===== config.mk =====
export PLATFORM = sky130hd
export DESIGN_NAME = log_kernel_iter
export DESIGN_NICKNAME = d
export VERILOG_FILES = /design/src/rtl/log_kernel_iter.sv
export SDC_FILE = /design/constraint.sdc
export NUM_CORES = 1
export LEC_CHECK = 0
export ABC_AREA = 1
export CORE_MARGIN = 2
export CORE_UTILIZATION = 40
export CTS_CLUSTER_DIAMETER = 80
export DETAILED_ROUTE_END_ITERATION = 16
export SLEW_MARGIN = 15
export SYNTH_ARGS = -nofsm -noshare
export SYNTH_HDL_FRONTEND = slang
export SYNTH_SLANG_ARGS = --single-unit

===== constraint.sdc =====
create_clock -name clk -period 14.1 [get_ports clk]
set_clock_uncertainty 0.15 [all_clocks]
set_input_delay 2.82 -clock clk [delete_from_list [all_inputs] [get_ports clk]]
set_output_delay 2.82 -clock clk [all_outputs]
set_load 0.005 [all_outputs]

===== src/rtl/log_kernel_iter.sv =====
// log_kernel_iter: iterative ln(1+u) / ln(1-u) series with one shared 8x8 multiplier.
// Optional macro LOG_FIFTH_TERM_EN adds a fifth series term (one extra cycle).
`default_nettype none

module log_kernel_iter (
   input  logic       clk,
   input  logic       rst,
   input  logic       iValid,
   output logic       oReady,
   input  logic [7:0] iData,
   input  logic       iSign,
   output logic       oValid,
   input  logic       iReady,
   output logic [9:0] oData
);

   localparam logic [2:0] c_IDLE = 3'd0;
   localparam logic [2:0] c_S2   = 3'd1;
   localparam logic [2:0] c_S3   = 3'd2;
   localparam logic [2:0] c_S4   = 3'd3;
`ifdef LOG_FIFTH_TERM_EN
   localparam logic [2:0] c_S5   = 3'd4;
`endif
   localparam logic [2:0] c_OUT  = 3'd5;

   logic [2:0]         r_state;
   logic [2:0]         w_state_next;
   logic [7:0]         r_u;
   logic               r_sign;
   logic [7:0]         r_term;
   logic signed [11:0] r_acc;
   logic [9:0]         r_oData;

   logic [15:0]        w_prod;
   logic [7:0]         w_pk;
   logic [7:0]         w_scaled;
   logic               w_busy;
   logic               w_last;
   logic               w_add;
   logic signed [11:0] w_ext;
   logic signed [11:0] w_acc_next;
   logic [9:0]         w_sat;

   // State register
   always_ff @(posedge clk or posedge rst) begin
      if (rst) begin
         r_state <= c_IDLE;
      end else begin
         r_state <= w_state_next;
      end
   end

   // Next-state logic
   always_comb begin
      w_state_next = r_state;
      case (r_state)
         c_IDLE: if (iValid) w_state_next = c_S2;
         c_S2:   w_state_next = c_S3;
         c_S3:   w_state_next = c_S4;
`ifdef LOG_FIFTH_TERM_EN
         c_S4:   w_state_next = c_S5;
         c_S5:   w_state_next = c_OUT;
`else
         c_S4:   w_state_next = c_OUT;
`endif
         c_OUT:  if (iReady) w_state_next = c_IDLE;
         default: w_state_next = c_IDLE;
      endcase
   end

   // Outputs
   always_comb begin
      oReady = (r_state == c_IDLE);
      oValid = (r_state == c_OUT);
      oData  = r_oData;
   end

   // Shared multiplier: next term is the upper byte of u times the previous term
   assign w_prod = r_u * r_term;
   assign w_pk   = 8'(w_prod >> 8);

   always_comb begin
      w_scaled = 8'd0;
      case (r_state)
         c_S2: w_scaled = w_pk >> 1;
         c_S3: w_scaled = (w_pk >> 2) + (w_pk >> 4);
         c_S4: w_scaled = w_pk >> 2;
`ifdef LOG_FIFTH_TERM_EN
         c_S5: w_scaled = (w_pk >> 2) - (w_pk >> 4);
`endif
         default: w_scaled = 8'd0;
      endcase
   end

`ifdef LOG_FIFTH_TERM_EN
   assign w_busy = (r_state == c_S2) || (r_state == c_S3) ||
                   (r_state == c_S4) || (r_state == c_S5);
   assign w_last = (r_state == c_S5);
   assign w_add  = !r_sign && ((r_state == c_S3) || (r_state == c_S5));
`else
   assign w_busy = (r_state == c_S2) || (r_state == c_S3) || (r_state == c_S4);
   assign w_last = (r_state == c_S4);
   assign w_add  = !r_sign && (r_state == c_S3);
`endif

   // Odd terms add for ln(1+u); every term subtracts for ln(1-u)
   assign w_ext      = $signed({4'b0000, w_scaled});
   assign w_acc_next = w_add ? (r_acc + w_ext) : (r_acc - w_ext);

   always_comb begin
      if (w_acc_next[11] && (w_acc_next[10:9] != 2'b11)) begin
         w_sat = 10'h200;
      end else if (!w_acc_next[11] && (w_acc_next[10:9] != 2'b00)) begin
         w_sat = 10'h1FF;
      end else begin
         w_sat = w_acc_next[9:0];
      end
   end

   always_ff @(posedge clk or posedge rst) begin
      if (rst) begin
         r_u     <= 8'd0;
         r_sign  <= 1'b0;
         r_term  <= 8'd0;
         r_acc   <= 12'sd0;
         r_oData <= 10'd0;
      end else if ((r_state == c_IDLE) && iValid) begin
         r_u    <= iData;
         r_sign <= iSign;
         r_term <= iData;
         r_acc  <= iSign ? -$signed({4'b0000, iData}) : $signed({4'b0000, iData});
      end else if (w_busy) begin
         r_term <= w_pk;
         r_acc  <= w_acc_next;
         if (w_last) begin
            r_oData <= w_sat;
         end
      end
   end

endmodule

`default_nettype wire


Yosys cells after proc, flatten, opt, wreduce, memory -nomap -nowiden:

Cells that the tools add are included.

* input port bits: 13
* bits in registers: 42
* word-level logic and storage cells: 44

* muxes and demuxes: 12
* multiply operators: 1
* bitwise gates (word level): 1
* add/subtract/negate cells: 4
* eq/ne operators: 7
* reductions and logical operators: 13

Operators by type and width (count)
* 2-to-1 mux 12 bit: 4
* case mux 7 bit (3 select lines): 1
* 2-to-1 mux 10 bit: 2
* multiplier 8 x 8 -> 16 bit: 1
* 2-to-1 mux 8 bit: 2
* case mux 3 bit (5 select lines): 1
* adder 12 x 9 -> 12 bit: 1
* negator 8 -> 12 bit: 1
* subtractor 12 x 9 -> 12 bit: 1
* adder 6 x 4 -> 7 bit: 1
* == test 3 x 2 -> 1 bit, second input constant: 2
* 2-to-1 mux 3 bit: 2
* logical AND 1 bit: 4
* != test 2 bit, second input constant: 2
* nonzero test 2 bit: 2
* == test 3 x 1 -> 1 bit, second input constant: 1
* == test 3 bit, second input constant: 1
* logical NOT 3 bit: 1
* AND reduction 3 bit: 1
* logical NOT 1 bit: 2
* logical OR 1 bit: 2
* != test 2 x 1 -> 1 bit, second input constant: 1
* AND reduction 2 bit: 1
* inverter 1 bit: 1

Depth between registers and ports, before layout:

Gate-level depths: netlist (run 1).

* word-level depth: 9
* depth in mapped cells: 54

Worst setup path after synthesis (run 1):

No wires, ideal clock.

* path kind: register to register
* start point: register r_u[2]
* end point: register r_oData[0] (netlist: oData[0])
* path buffers: 1
* period minus slack after synthesis: 7.605 ns
* arrival: 7.390 ns
* slack: 6.495 ns
* setup time: 0.066 ns
* required time: 13.884 ns
* stages on the path, launching flop included: 46
* cell sequence: dfrtp_1 clkbuf_1 nand2_1 inv_1 fa_1 fa_1 fa_1 inv_1 fa_1 inv_1 ha_1 a21oi_1 o21ai_0 inv_1 nand2_1 a21oi_1 nand2_1 nand2_1 [10 not listed] nand2_1 xor2_1 ha_1 nand2_1 nor3_1 nand2_1 o211ai_1 nand3_1 nand2_1 a21oi_1 o21bai_1 xor2_1 inv_1 nand3_4 nand3_4 nand2_4 nand2_1 nand2_1

* cells in the longest elaborated chain, start to end: 9

Ends and longest elaborated chain
* start: declaration: RTL line 28 `logic [7:0] r_u;`
* start signal: assignment: RTL line 128 `r_u <= iData;`
* multiplier 8 x 8 -> 16 bit (*): RTL line 79 `assign w_prod = r_u * r_term;`
* adder 6 x 4 -> 7 bit: RTL line 86 `c_S3: w_scaled = (w_pk >> 2) + (w_pk >> 4);`
* case mux 7 bit (3 select lines) (*): RTL line 84 `case (r_state)`
* subtractor 12 x 9 -> 12 bit or adder 12 x 9 -> 12 bit (tied branches): RTL line 108 `assign w_acc_next = w_add ? (r_acc + w_ext) : (r_acc - w_ext);`
* 2-to-1 mux 12 bit (*): RTL line 108
* nonzero test 2 bit or logical NOT 1 bit (tied branches): RTL line 113 `end else if (!w_acc_next[11] && (w_acc_next[10:9] != 2'b00)) begin`
* logical AND 1 bit: RTL line 113
* 2-to-1 mux 10 bit: RTL line 113
* 2-to-1 mux 10 bit (*): RTL line 111 `if (w_acc_next[11] && (w_acc_next[10:9] != 2'b11)) begin`
* end signal: assignment: RTL line 136 `r_oData <= w_sat;`
* end: declaration: RTL line 32 `logic [9:0] r_oData;`

Mark *: on every way between the ends. The rest lies on a longest branch, timed or not.
A chain may end at the register's enable or synchronous reset.

Worst setup path after layout (run 1):

* start point: register r_u[2]
* end point: register r_oData[8] (netlist: oData[8])

Same word-level chain as after synthesis.

==> out/results.ini, run 1 <==
[cells_and_area]
final_common_cell=nand2_1
layout-drive-gt1-share_pct=7.72
layout_common_cells=239 x nand2_1, 172 x inv_1, 49 x ha_1, 42 x dfrtp_1, 41 x nor2_1
area_growth_pct=9.55
fin_nets=887
n_antenna_cell=0

[setup_path]
crit_top_cell=nand2_1
cp_data_arrival_time_ns=8.39
crit_path_start_kind=flip-flop
reg2reg_slack_ns=5.78
crit_path_top_delay_cell=fa_1
rr_worst_depth=44
r2r-end=oData[8]$_DFFE_PP0P_
critPathKind=flip-flop to flip-flop
cp_max_fo=9
cp_num_buf_inv=7
r2r_start=r_u[2]$_DFFE_PP0P_
crit_path_max_incr_delay_ns=0.54
critPathTopFamily=adder cells
endpoint_kind=flip-flop
worstPathRequired_ns=14.18

[yosys]
seq_area_frac_synth_pct=19.3
syn-cell-area_um2=5450
syn_avg_cell_area_um2=6.99
synth_nets=878
synth_top_family_by_area=simple AND/OR/NAND/NOR gates
synth_top_area_share_pct=19.3
yosys-top-cells-area=dfrtp_1 19%, nand2_1 16%, fa_1 13%
synth_compound_area_share_pct=7.76
yosys.area.top_type=dfrtp_1
ys_ff_latch=42
ys_warn_count=0
synthDistinctLibCells=41
synthMuxAreaShare_pct=0
syn-instance-count=780
synth_fa_ha_area_share_pct=24.5
synth-simple-area-share_pct=31.2
synth-xor-area-share_pct=3.38

[die]
rows=42
die_h_um=121
start_util_pct=41.0
design.core.area_um2=13300
pin_count=25
die_area_um2=14600
die-width_um=121

[timing]
setup_viol=0
worst_slew_pin_slew_ns=0.895
period_minus_slack_ns=8.32
rsz0062_at_grt=false
finalCritPeriodShare_pct=59.0
hold_violations=0
max_freq_mhz=120
max_slew_margin_pct=40.1
finalSetupTns_ns=0
maxSlewViolCount=0

[run]
maxCapViolations=0

[global_routing]
antenna_found_initial=0
grt_max_degree=43
grt_pass1_vias=4570
gr-total-overflow=0
grt_pass1_wl_mm=22.0
grt_usage_pct=18.8

[detailed_routing]
wl_per_cell_um=13.4
drc_errors=0
drtIter0Drc=236
drt-total-wl_mm=12.9
viasPerCell=4.71
via_count=4554
first_pass_iters=5
ant_nets=0

[clocking]
hold_buffers=0
cts_resized=0
clock_sinks=42
path_clk_slew_ns=0.07
cts_buffers=5
cts_root_buffer=clkbuf_16
postCtsSetupBuffers=0
cts_tree=yes
clk_latency_ns=0.29
cts_buffer_depth=2
htreeDepth=2

[run_status]
status=complete, no violations

[hold_path]
min_from=oData[8]$_DFFE_PP0P_
hold_depth=2
hold_path.class=flip-flop to flip-flop
holdPathEnd=oData[8]$_DFFE_PP0P_

[place]
gp_congestion=0.837
portBuffers=24
dpl.hpwl_mm=10.7

[flip-flops by register name, summed over array words and instances (netlist names)]
register and flops:
r_sign 1, oData 10, r_state 3, r_acc 12
r_term 8, r_u 8
[layout make-up]
class                      count  area [um^2]
fill                        1392         7330
multi-input combinational    539         3640
sequential                    42         1050
inverter                     176          661
timing repair buffer          25          248
tap                          176          220
clock buffer                   5          125
clock inverter                 3         23.8
[worst reg2reg max path, delay by kind of cell (launching register included)]
kind | cells | cell delay (ns)
adders and majority gates | 9 | 3.44
and+or+nand+nor | 18 | 1.88
AOI/OAI and AO/OA | 8 | 1.30
buffers and inverters | 7 | 0.52
DFF | 1 | 0.49
xor gates and xnor gates | 2 | 0.46
[cells in the mapped netlist, drive strengths merged]
master,instances
a21oi,28
a22o,2
a31oi,3
and2,1
buf,5
clkbuf,18
dfrtp,42
fa,36
ha,49
inv,176
nand2,258
nand3,42
nand3b,2
nand4,3
nor2,50
nor3,5
o2111ai,1
o211ai,13
o21a,1
o21ai,13
o21bai,3
o221ai,1
o22ai,1
o31ai,2
or2,4
xnor2,5
xor2,16
[cell families (layout without fill, tap and decap cells)]
| kind of cell | count (synthesis) | after routing |
|---|---|---|
| AOI/OAI and AO/OA | 68 | 68 |
| DFF | 42 | 42 |
| buffers and inverters | 199 | 209 |
| adders and majority gates | 85 | 85 |
| and+or+nand+nor | 365 | 365 |
| xor gates and xnor gates | 21 | 21 |
[per-layer routing]
| layer | routed length (um) | up-vias | track usage [%] |
|---|---|---|---|
| met5 | 0 | - | 0 |
| met4 | 176 | 0 | 3.49 |
| met3 | 491 | 17 | 2.78 |
| met2 | 6330 | 69 | 33.1 |
| met1 | 5940 | 2093 | 24.7 |
| li1 | - | 2375 | - |
[metrics by stage]
stage / util (%) / hold slack [ns] / instance area (um^2) / worst slack, ns / instances
after global routing: 44.9 / 0.363 / 5970 / 5.00 / 966
after floorplan: - / 0.293 / 5450 / 6.49 / 780
after global placement: 43.8 / 0.315 / 5820 / 5.98 / 958
final: 44.9 / 0.331 / 5970 / 5.78 / 966
after detailed placement: 43.8 / 0.318 / 5820 / 5.87 / 958
after CTS: 44.9 / 0.335 / 5970 / 5.82 / 966
[worst max-delay path by stage]
| stage | startpoint | end | cells after the start |
|---|---|---|---|
| 6_report | r_u[2]$_DFFE_PP0P_ | oData[8]$_DFFE_PP0P_ | 44 |
| 5_1_grt | r_u[2]$_DFFE_PP0P_ | oData[8]$_DFFE_PP0P_ | 45 |
| 4_1_cts | r_u[2]$_DFFE_PP0P_ | oData[8]$_DFFE_PP0P_ | 44 |
| 3_5_place_dp | r_term[7]$_DFFE_PP0P_ | oData[8]$_DFFE_PP0P_ | 42 |
| 3_3_place_gp | r_term[7]$_DFFE_PP0P_ | oData[1]$_DFFE_PP0P_ | 42 |
| 2_1_floorplan | r_u[2]$_DFFE_PP0P_ | oData[0]$_DFFE_PP0P_ | 45 |
Power of run 1 is not shown: default switching activity piles up to over one toggle a cycle in this logic, so the estimate is an artifact.
==> run 2, diff against run 1 <==
- clock period: 14.1 -> 7.54 ns (I/O delays scaled with it)
==> out/results.ini, run 2 (synthesis gave the netlist of run 1 again) <==
[run_status]
status=complete, no violations

[clocking]
clock_sinks=42  ; unchanged
htreeDepth=2  ; unchanged
cts_buffers=5  ; unchanged
cts_root_buffer=clkbuf_16
path_clk_slew_ns=0.06  ; about the same
cts_tree=yes
hold_buffers=0  ; unchanged
cts_buffer_depth=2  ; unchanged
clk_latency_ns=0.28  ; about the same

[global_routing]
grt_pass1_wl_mm=22.7  ; +3.1%
grt_pass1_vias=4755  ; +4.0%
grt_max_degree=43  ; unchanged
grt_use_met2_pct=33.2  ; +0.035 points
met3_usage_pct=2.17  ; -0.61 points
gr-total-overflow=0  ; unchanged
grt_usage_pct=19.4  ; +0.59 points
antenna_found_initial=0  ; unchanged
grt_busiest_layer=met2
use_met1_pct=26.2  ; +1.5 points

[setup_path]
cp-startpoint=r_term[2]$_DFFE_PP0P_
worstPathRequired_ns=7.56  ; -6.62 ns
r2r_start=r_term[2]$_DFFE_PP0P_
endpoint_kind=flip-flop
crit_path_start_kind=flip-flop
cp_num_buf_inv=11  ; +4
critPathTopFamily=adder cells
critPathKind=flip-flop to flip-flop
crit_path_max_incr_delay_ns=0.59  ; +0.05 ns
crit_path_top_delay_cell=fa_2
cp_data_arrival_time_ns=7.56  ; -0.83 ns
cp_max_fo=4  ; -5

[detailed_routing]
first_pass_iters=4  ; -1
drc_errors=0  ; unchanged
drt-total-wl_mm=14.4  ; +12%
wl_per_cell_um=13.5  ; +0.48%
via_count=5104  ; +12%
viasPerCell=4.76  ; +1.0%
ant_nets=0  ; unchanged
drtIter0Drc=386  ; +64%

[cells_and_area]
final_core_util_pct=54.8  ; +9.9 points
layout_common_cells=206 x nand2_1, 157 x inv_1, 99 x buf_4, 44 x nand2_2, 41 x nor2_1
area_growth_pct=33.7
layout-drive-gt1-share_pct=29.9  ; +22 points
fin_nets=994  ; +12%
final_common_cell=nand2_1
fin_cells=1072  ; +11%
n_antenna_cell=0  ; unchanged
largest_reg_flops=12  ; unchanged
regMostFlops=r_acc

[place]
gp_congestion=0.878  ; +4.9%
place_inst=1023  ; +6.8%
portBuffers=24  ; unchanged
dpl.hpwl_mm=11.0  ; +2.8%

[die]
die_h_um=121  ; unchanged
rows=42  ; unchanged
design.core.area_um2=13300  ; unchanged
pin_count=25  ; unchanged
start_util_pct=41.0  ; unchanged
die-width_um=121  ; unchanged
die_area_um2=14600  ; unchanged

[timing]
hold_violations=0  ; unchanged
finalCritPeriodShare_pct=100  ; +41 points
rsz0062_at_grt=true
period_minus_slack_ns=7.54  ; -0.779 ns
worst_slew_pin_slew_ns=0.887  ; -0.00722 ns
maxSlewViolCount=0  ; unchanged
max_slew_margin_pct=40.8  ; +0.62 points
max_freq_mhz=133  ; +10%
setup_viol=0  ; unchanged

[hold_path]
min_from=oData[7]$_DFFE_PP0P_
hold_path.class=flip-flop to flip-flop

[run]
maxCapViolations=0  ; unchanged

run 2: per-stage QoR:
step	setup TNS (ns)	area [um^2]	hold WS, ns	worst slack, ns
after floorplan	0	5450	0.293	0.0194
after global placement	-1.23	6310	0.315	-0.165
after detailed placement	-2.32	6310	0.316	-0.236
after CTS	0	6750	0.332	0.0000249
after global routing	-4.38	7280	0.349	-0.401
final	0	7280	0.334	0.00329
run 2: worst register-to-register path, delay by kind of cell, from the launching register on:
family                     cells  cell delay (ns)
adders and majority gates      8             2.91
AOI/OAI and AO/OA              5             0.63
and+or+nand+nor               20             2.03
buffers and inverters         11             0.99
xor gates and xnor gates       2             0.27
DFF                            1             0.45
run 2: timing repair:
action	in CTS	in global routing
gates resized for setup	33	94
endpoints found under the setup margin	12	16
cloned	1	1
hold endpoints to repair	0	0
pin swaps	27	75
buffers inserted	19	21
run 2: area by class of cell:
class / count / area (um^2)
clock buffer: 5 / 125
sequential: 42 / 1060
inverter: 176 / 661
timing repair buffer: 130 / 1070
fill: 1262 / 6010
clock inverter: 2 / 10.0
tap: 176 / 220
multi-input combinational: 541 / 4140
run 2: worst paths after layout:
path                                          to  slack, ns  cells past startpoint
max                         oData[3]$_DFFE_PP0P_      0.003                     46
min                         oData[7]$_DFFE_PP0P_       0.33                      2
max reg2reg                 oData[3]$_DFFE_PP0P_      0.003                     46
min reg2reg                 oData[7]$_DFFE_PP0P_       0.33                      2
max in group asynchronous  r_term[5]$_DFFE_PP0P_       5.03                      2
min in group asynchronous  r_term[1]$_DFFE_PP0P_       1.58                      2
run 2: metal layers:
metal  wire [um]  vias up
met5           0        -
met4         190        0
met3         357       13
met2        7210       60
met1        6660     2435
li1            -     2596
Power of run 2 is left out for the same reason.
